==> src/rtl/io_display_pkg.sv <==
// io_display_pkg: shared FSM states, segment codes and decimal limits for io_hex_display.
package io_display_pkg;
    typedef enum logic [1:0] {IDLE, CONVERT, UPDATE} state_t;

    localparam logic [6:0] SEG_BLANK = 7'h7F;
    localparam logic [6:0] SEG_MINUS = 7'h3F;

    // Active-low gfedcba codes for 0..9; non-BCD nibbles decode to blank.
    localparam logic [6:0] SEG_TABLE [16] = '{
        7'h40, 7'h79, 7'h24, 7'h30, 7'h19, 7'h12, 7'h02, 7'h78,
        7'h00, 7'h10, SEG_BLANK, SEG_BLANK, SEG_BLANK, SEG_BLANK, SEG_BLANK, SEG_BLANK
    };

    localparam logic [31:0] DEC_LIMIT_U = 32'd100000000;
    localparam logic [31:0] DEC_LIMIT_S = 32'd10000000;
endpackage

==> src/rtl/bcd_to_seg7.sv <==
// bcd_to_seg7: combinational 4-bit BCD to active-low 7-segment decoder.
module bcd_to_seg7
    import io_display_pkg::*;
(
    input  logic [3:0] bcd,
    output logic [6:0] seg
);
    assign seg = SEG_TABLE[bcd];
endmodule

==> src/rtl/io_hex_display.sv <==
// io_hex_display: shows an output-port word in decimal on HEX7..HEX0 via a sequential double-dabble.
// Macro HEX_SIGNED_EN: treat the word as two's complement, hex7 becomes the sign position.
module io_hex_display
    import io_display_pkg::*;
#(
    parameter int CONV_BITS = 32
) (
    input  logic        io_clk,
    input  logic        clr,
    input  logic [31:0] port_value,
    output logic [6:0]  hex0,
    output logic [6:0]  hex1,
    output logic [6:0]  hex2,
    output logic [6:0]  hex3,
    output logic [6:0]  hex4,
    output logic [6:0]  hex5,
    output logic [6:0]  hex6,
    output logic [6:0]  hex7,
    output logic        busy,
    output logic        ovf
);
    localparam logic [5:0] LAST = 6'(CONV_BITS - 1);

    state_t      state, state_nx;
    logic [31:0] shown, cap, opnd, mag_in, mag_cap, limit;
    logic [39:0] bcd, bcd_adj;
    logic [5:0]  cnt;
    logic [7:0]  blank;
    logic [6:0]  seg [8];
    logic [6:0]  disp [8];
    logic [6:0]  hex_r [8];

`ifdef HEX_SIGNED_EN
    // Unsigned negation keeps -2^31 as 2147483648.
    assign mag_in  = port_value[31] ? -port_value : port_value;
    assign mag_cap = cap[31] ? -cap : cap;
    assign limit   = DEC_LIMIT_S;
`else
    assign mag_in  = port_value;
    assign mag_cap = cap;
    assign limit   = DEC_LIMIT_U;
`endif

    always_comb begin
        bcd_adj = bcd;
        for (int i = 0; i < 10; i++)
            bcd_adj[4*i +: 4] = bcd[4*i +: 4] >= 4'd5 ? bcd[4*i +: 4] + 4'd3 : bcd[4*i +: 4];
    end

    // A position blanks when it and every more significant digit (incl. overflow digits) is zero.
    assign blank[0] = 1'b0;
    for (genvar g = 1; g < 8; g++) begin : g_blank
        assign blank[g] = ~|bcd[39:4*g];
    end

    for (genvar g = 0; g < 8; g++) begin : g_dec
        bcd_to_seg7 u_dec (.bcd(bcd[4*g +: 4]), .seg(seg[g]));
    end

    always_comb begin
        for (int i = 0; i < 8; i++) disp[i] = blank[i] ? SEG_BLANK : seg[i];
`ifdef HEX_SIGNED_EN
        disp[7] = cap[31] ? SEG_MINUS : SEG_BLANK;
`endif
    end

    always_comb begin
        state_nx = state == IDLE    ? (port_value != shown ? CONVERT : IDLE) :
                   state == CONVERT ? (cnt == LAST ? UPDATE : CONVERT) : IDLE;
    end

    always_ff @(posedge io_clk or posedge clr) begin
        if (clr) begin
            state <= IDLE;
            cnt   <= '0;
            bcd   <= '0;
            opnd  <= '0;
            cap   <= '0;
            shown <= '0;
            ovf   <= 1'b0;
            for (int i = 0; i < 8; i++) hex_r[i] <= i == 0 ? SEG_TABLE[0] : SEG_BLANK;
        end else begin
            state <= state_nx;
            if (state == IDLE && state_nx == CONVERT) begin
                cap  <= port_value;
                opnd <= mag_in;
                bcd  <= '0;
                cnt  <= '0;
            end else if (state == CONVERT) begin
                {bcd, opnd} <= {bcd_adj[38:0], opnd, 1'b0};
                cnt         <= cnt + 6'd1;
            end else if (state == UPDATE) begin
                shown <= cap;
                ovf   <= mag_cap >= limit;
                for (int i = 0; i < 8; i++) hex_r[i] <= disp[i];
            end
        end
    end

    assign busy = state != IDLE;
    assign {hex7, hex6, hex5, hex4, hex3, hex2, hex1, hex0} =
        {hex_r[7], hex_r[6], hex_r[5], hex_r[4], hex_r[3], hex_r[2], hex_r[1], hex_r[0]};
endmodule

==> config.mk <==
export PLATFORM = sky130hd
export DESIGN_NAME = io_hex_display
export DESIGN_NICKNAME = d
export VERILOG_FILES = /design/src/rtl/io_display_pkg.sv /design/src/rtl/bcd_to_seg7.sv /design/src/rtl/io_hex_display.sv
export SDC_FILE = /design/constraint.sdc
export NUM_CORES = 1
export LEC_CHECK = 0
export CAP_MARGIN = 20
export CELL_PAD_IN_SITES_DETAIL_PLACEMENT = 1
export CELL_PAD_IN_SITES_GLOBAL_PLACEMENT = 1
export CORE_UTILIZATION = 35
export DETAILED_ROUTE_END_ITERATION = 7
export GPL_TIMING_DRIVEN = 0
export HOLD_SLACK_MARGIN = 0.03
export PLACE_DENSITY_LB_ADDON = 0.1
export REMOVE_ABC_BUFFERS = 1
export SLEW_MARGIN = 20
export SYNTH_ARGS = -nofsm -noshare
export SYNTH_HDL_FRONTEND = slang
export SYNTH_SLANG_ARGS = --single-unit
==> constraint.sdc <==
create_clock -name io_clk -period 11 [get_ports io_clk]
set_input_delay 1.1 -clock io_clk [delete_from_list [all_inputs] [get_ports io_clk]]
set_output_delay 1.1 -clock io_clk [all_outputs]
set_load 0.02 [all_outputs]
==> metrics.md, run 1 <==
| Metric | Value |
|---|---|
| Status | `finished clean` |
| Initial antenna violation count | `0` |
| Routed vias/inst | `about 5.1` |
| Max clock buf depth | `3` |
| Clock power share | `0.314` |
| Mapped cell area | `about 11,000 sq um` |
| NetSw | `between 0.9 and 1 mW` |
| Post-synth top area cell | `dfrtp_1` |
| Worst hold path type | `register to register` |
| Internal reg-to-reg setup slack | `approximately 8.2 ns` |
| DRC viols | `0` |
| CTS H-Tree Depth | `1` |
| Unique masters post-synth | `63` |
| Worst Reg2Reg Path Length in Cells | `7` |
| Nets | `roughly 1,200` |
| Detail Route Antenna Nets | `0` |
| Comb power frac | `0.302` |
| GPL Wtd Cong | `approximately 0.77` |
| Hold-fix buffers, CTS | `0` |
| Number of synthesized flops with an enable pin | `0` |
| Placement row count | `63` |
| Max-cap viol count | `0` |
| Total negative slack | `0 ns` |
| Setup bufs post-CTS | `0` |
| Ys flop type | `dfrtp_1` |
| Initial Util | `0.355` |
| Final Core Density | `0.434` |
| Post-layout min period | `around 3.5 ns` |
| RSZ-0062 raised after global routing | `false` |
| Worst-margin pin slew | `0.681 ns` |
| Area of placed instances | `roughly 12,000 sq um` |
| Synth warn | `0` |
| Synth async-reset ratio | `1.00` |
| WP data required | `11.40 ns` |
| Syn_area_per_cell | `a little under 10 sq um` |
| Final clock skew | `about 0.016 ns` |
| Synth top area share | `0.359` |
| Antenna Cells | `0` |
| Final hold violations | `0` |
| Clock-pin slew of the registers on the worst-case setup and hold paths | `0.06 ns` |
| Fmax | `between 0.2 and 0.3 GHz` |
| Grt ovf | `0` |
| Boundary Pins | `just over 90` |
| Vias in the first global route | `a little over 8,000` |
| DP Wirelength | `17,700 um` |
| CP arrival | `between 3 and 4 ns` |
| CTS root buf | `clkbuf_16` |
| Global Route Usage Sum | `0.176` |
| Count of state elements after synthesis | `between 200 and 250` |
| Int Power | `1.69 mW` |
| Setup CP Type | `primary input to register` |
| Startpoint Class | `primary input` |
| Routed len/inst | `about 17 um` |
| Pwr dens | `between 200 and 250 nW/um^2` |
| CORE AREA | `approximately 30,000 sq um` |
| Element type at the critical path end | `register` |
| Top cells by area, synth | `dfrtp_1 36%, dfstp_2 12%, nand2_1 6.3%` |
| DIE WIDTH | `175 um` |
| Synth Instances | `between 1,000 and 1,500` |
| DRT Pass-1 Iters | `6` |
| Most common cell after layout, fill and taps aside | `nand2_1` |
| Post-Layout Inst Area | `around 13,000 sq um` |
| Tcrit/Tclk final | `0.320` |
| CTS tree | `yes` |
| Vias | `~8,000` |
| Area growth syn-to-layout | `22.3%` |
| Slew headroom | `0.541` |
| Sequential Power Share | `0.385` |
| I/O Buffers | `91` |
| Clk_lat worst skew | `~0.53 ns` |
| Post-synthesis sequential area ratio | `0.484` |
| PostCTS Resize Cnt | `0` |
| First-pass GRT wire length | `around 44,000 um` |
| Setup violations, final | `0` |
| Peak supply drop | `between 100 and 150 uV` |
| Die Ht | `roughly 180 um` |
| Static leakage | `~5.5 nW` |
| Max FO, Critical Path | `24` |
| Commonest non-fill, non-tap cells in the layout | `176 x nand2_1, 151 x dfrtp_1, 91 x clkdlybuf4s50_1, 88 x a21oi_1, 71 x nor2_1` |
| HP Start | `hex6[5]` |
| WL final | `26,100 um` |
| Die area | `between 30,000 and 40,000 sq um` |
| Reg-to-reg endpoint | `opnd[11]` |
| Clk sinks | `201` |
| Pins over their slew limit | `0` |
| Hold Crit Endpoint | `hex6[5]` |
| DRT iter0 DRCs | `roughly 290` |
| Largest net degree at the start of global routing | `between 70 and 80` |
| Hold path depth | `2` |
| Tot Pwr | `2.62 mW` |
| Worst r2r src | `shown[31]` |
| Net Sw Frac | `0.356` |
| Share of layout cells above drive strength 1 | `0.138` |
| CTS Buf Count | `25` |
[cell usage after synthesis (all sizes together), types with 8 or more instances]
| library cell | count |
|---|---|
| nand2 | 177 |
| dfrtp | 151 |
| a21oi | 89 |
| nor2 | 72 |
| o21ai | 58 |
| ha | 53 |
| dfstp | 50 |
| inv | 47 |
| clkbuf | 45 |
| xnor2 | 44 |
| and2 | 34 |
| mux2 | 33 |
| a221o | 31 |
| o22ai | 28 |
| buf | 16 |
| o22a | 15 |
| nand4 | 13 |
| nor3 | 10 |
| a31oi | 9 |
| o31ai | 9 |
| nand2b | 8 |
[worst max path at each step]
stage / depth (start not counted) / from / to / slack, ns
2_1_floorplan: 1 / clr / bcd[0] / 4.50
3_3_place_gp: 2 / clr / shown[22] / 1.24
3_5_place_dp: 8 / port_value[31] / opnd[9] / 6.94
4_1_cts: 8 / port_value[31] / opnd[11] / 7.48
5_1_grt: 8 / port_value[31] / opnd[2] / 7.35
6_report: 8 / port_value[31] / opnd[11] / 7.48
[layer usage]
metal	track usage	routed length, um	up-vias
met5	0	0	-
met2	0.285	12000	99
li1	-	-	3866
met3	0.0251	952	30
met1	0.250	12800	3928
met4	0.0362	377	0
[stage by stage]
step	hold slack [ns]	instances	setup slack (ns)
2_1_floorplan	0.432	1007	4.50
3_3_place_gp	0.445	1488	1.24
3_5_place_dp	0.453	1502	6.94
4_1_cts	0.465	1547	7.48
5_1_grt	0.480	1547	7.35
6_report	0.460	1547	7.48
[sequential cells by signal, indices dropped and copies added (netlist names), 32 cells and up]
register  flops
bcd          40
cap          32
opnd         32
shown        32
[power groups by stage]
| stage | Combinational (mW) | Sequential, mW | Clock (mW) |
|---|---|---|---|
| final | 0.789 | 1.01 | 0.821 |
| after global routing | 0.914 | 1.03 | 0.880 |
| after CTS | 0.804 | 1.01 | 0.851 |
| after detailed placement | 0.795 | 1.02 | 0 |
| after global placement | 0.778 | 1.02 | 0 |
| after floorplan | 0.627 | 0.960 | 0 |
[cell families (layout without fill, tap and decap cells)]
logic type               Yosys count  count (layout)  share of synthesized area
AND/OR/NAND/NOR                  348             348                      0.153
adder cells (fa/ha/maj)           53              53                     0.0630
flip-flops                       201             201                      0.484
multiplexers                      35              35                     0.0397
AO/OA/AOI/OAI                    277             277                      0.177
XOR/XNOR                          45              45                     0.0374
buffers and inverters            109             198                     0.0465
[worst max-delay path, stage by stage]
cell and delay (ns):
clkdlybuf4s50_1 0.49, xnor2_1 0.40, nand4_1 0.22, nor4_4 0.61
a21oi_4 0.30, buf_16 0.25, buf_16 0.17, a221o_1 0.35
[final cells by class]
cell class              count  area, sq um
flip-flops and latches    201         5090
clock buffers              38          764
fillers                  3333        16800
clock inverters             7         63.8
well taps                 390          488
inverters                  48          188
repair buffers            105         1290
multi-input cells         758         4990
Power figures use the tool's default switching activity.
==> inputs of run 2 (changes only) <==
Clock period 11 ns to 3.08 ns, I/O delays scaled along.
==> results of run 2 <==
Same layout as run 1 (identical final DEF). Status: finished clean.
Among the figures that moved: setup slack after placement 6.94 ns -> -0.185 ns; setup slack after layout 7.48 ns -> 0.256 ns; hold slack 0.460 ns -> 0.278 ns; start point of the critical path port_value[31] -> shown[31]; register-to-register setup slack 8.18 ns -> 0.26 ns; total power 2.62 mW -> 9.34 mW; worst IR drop on VDD 101 uV -> 359 uV
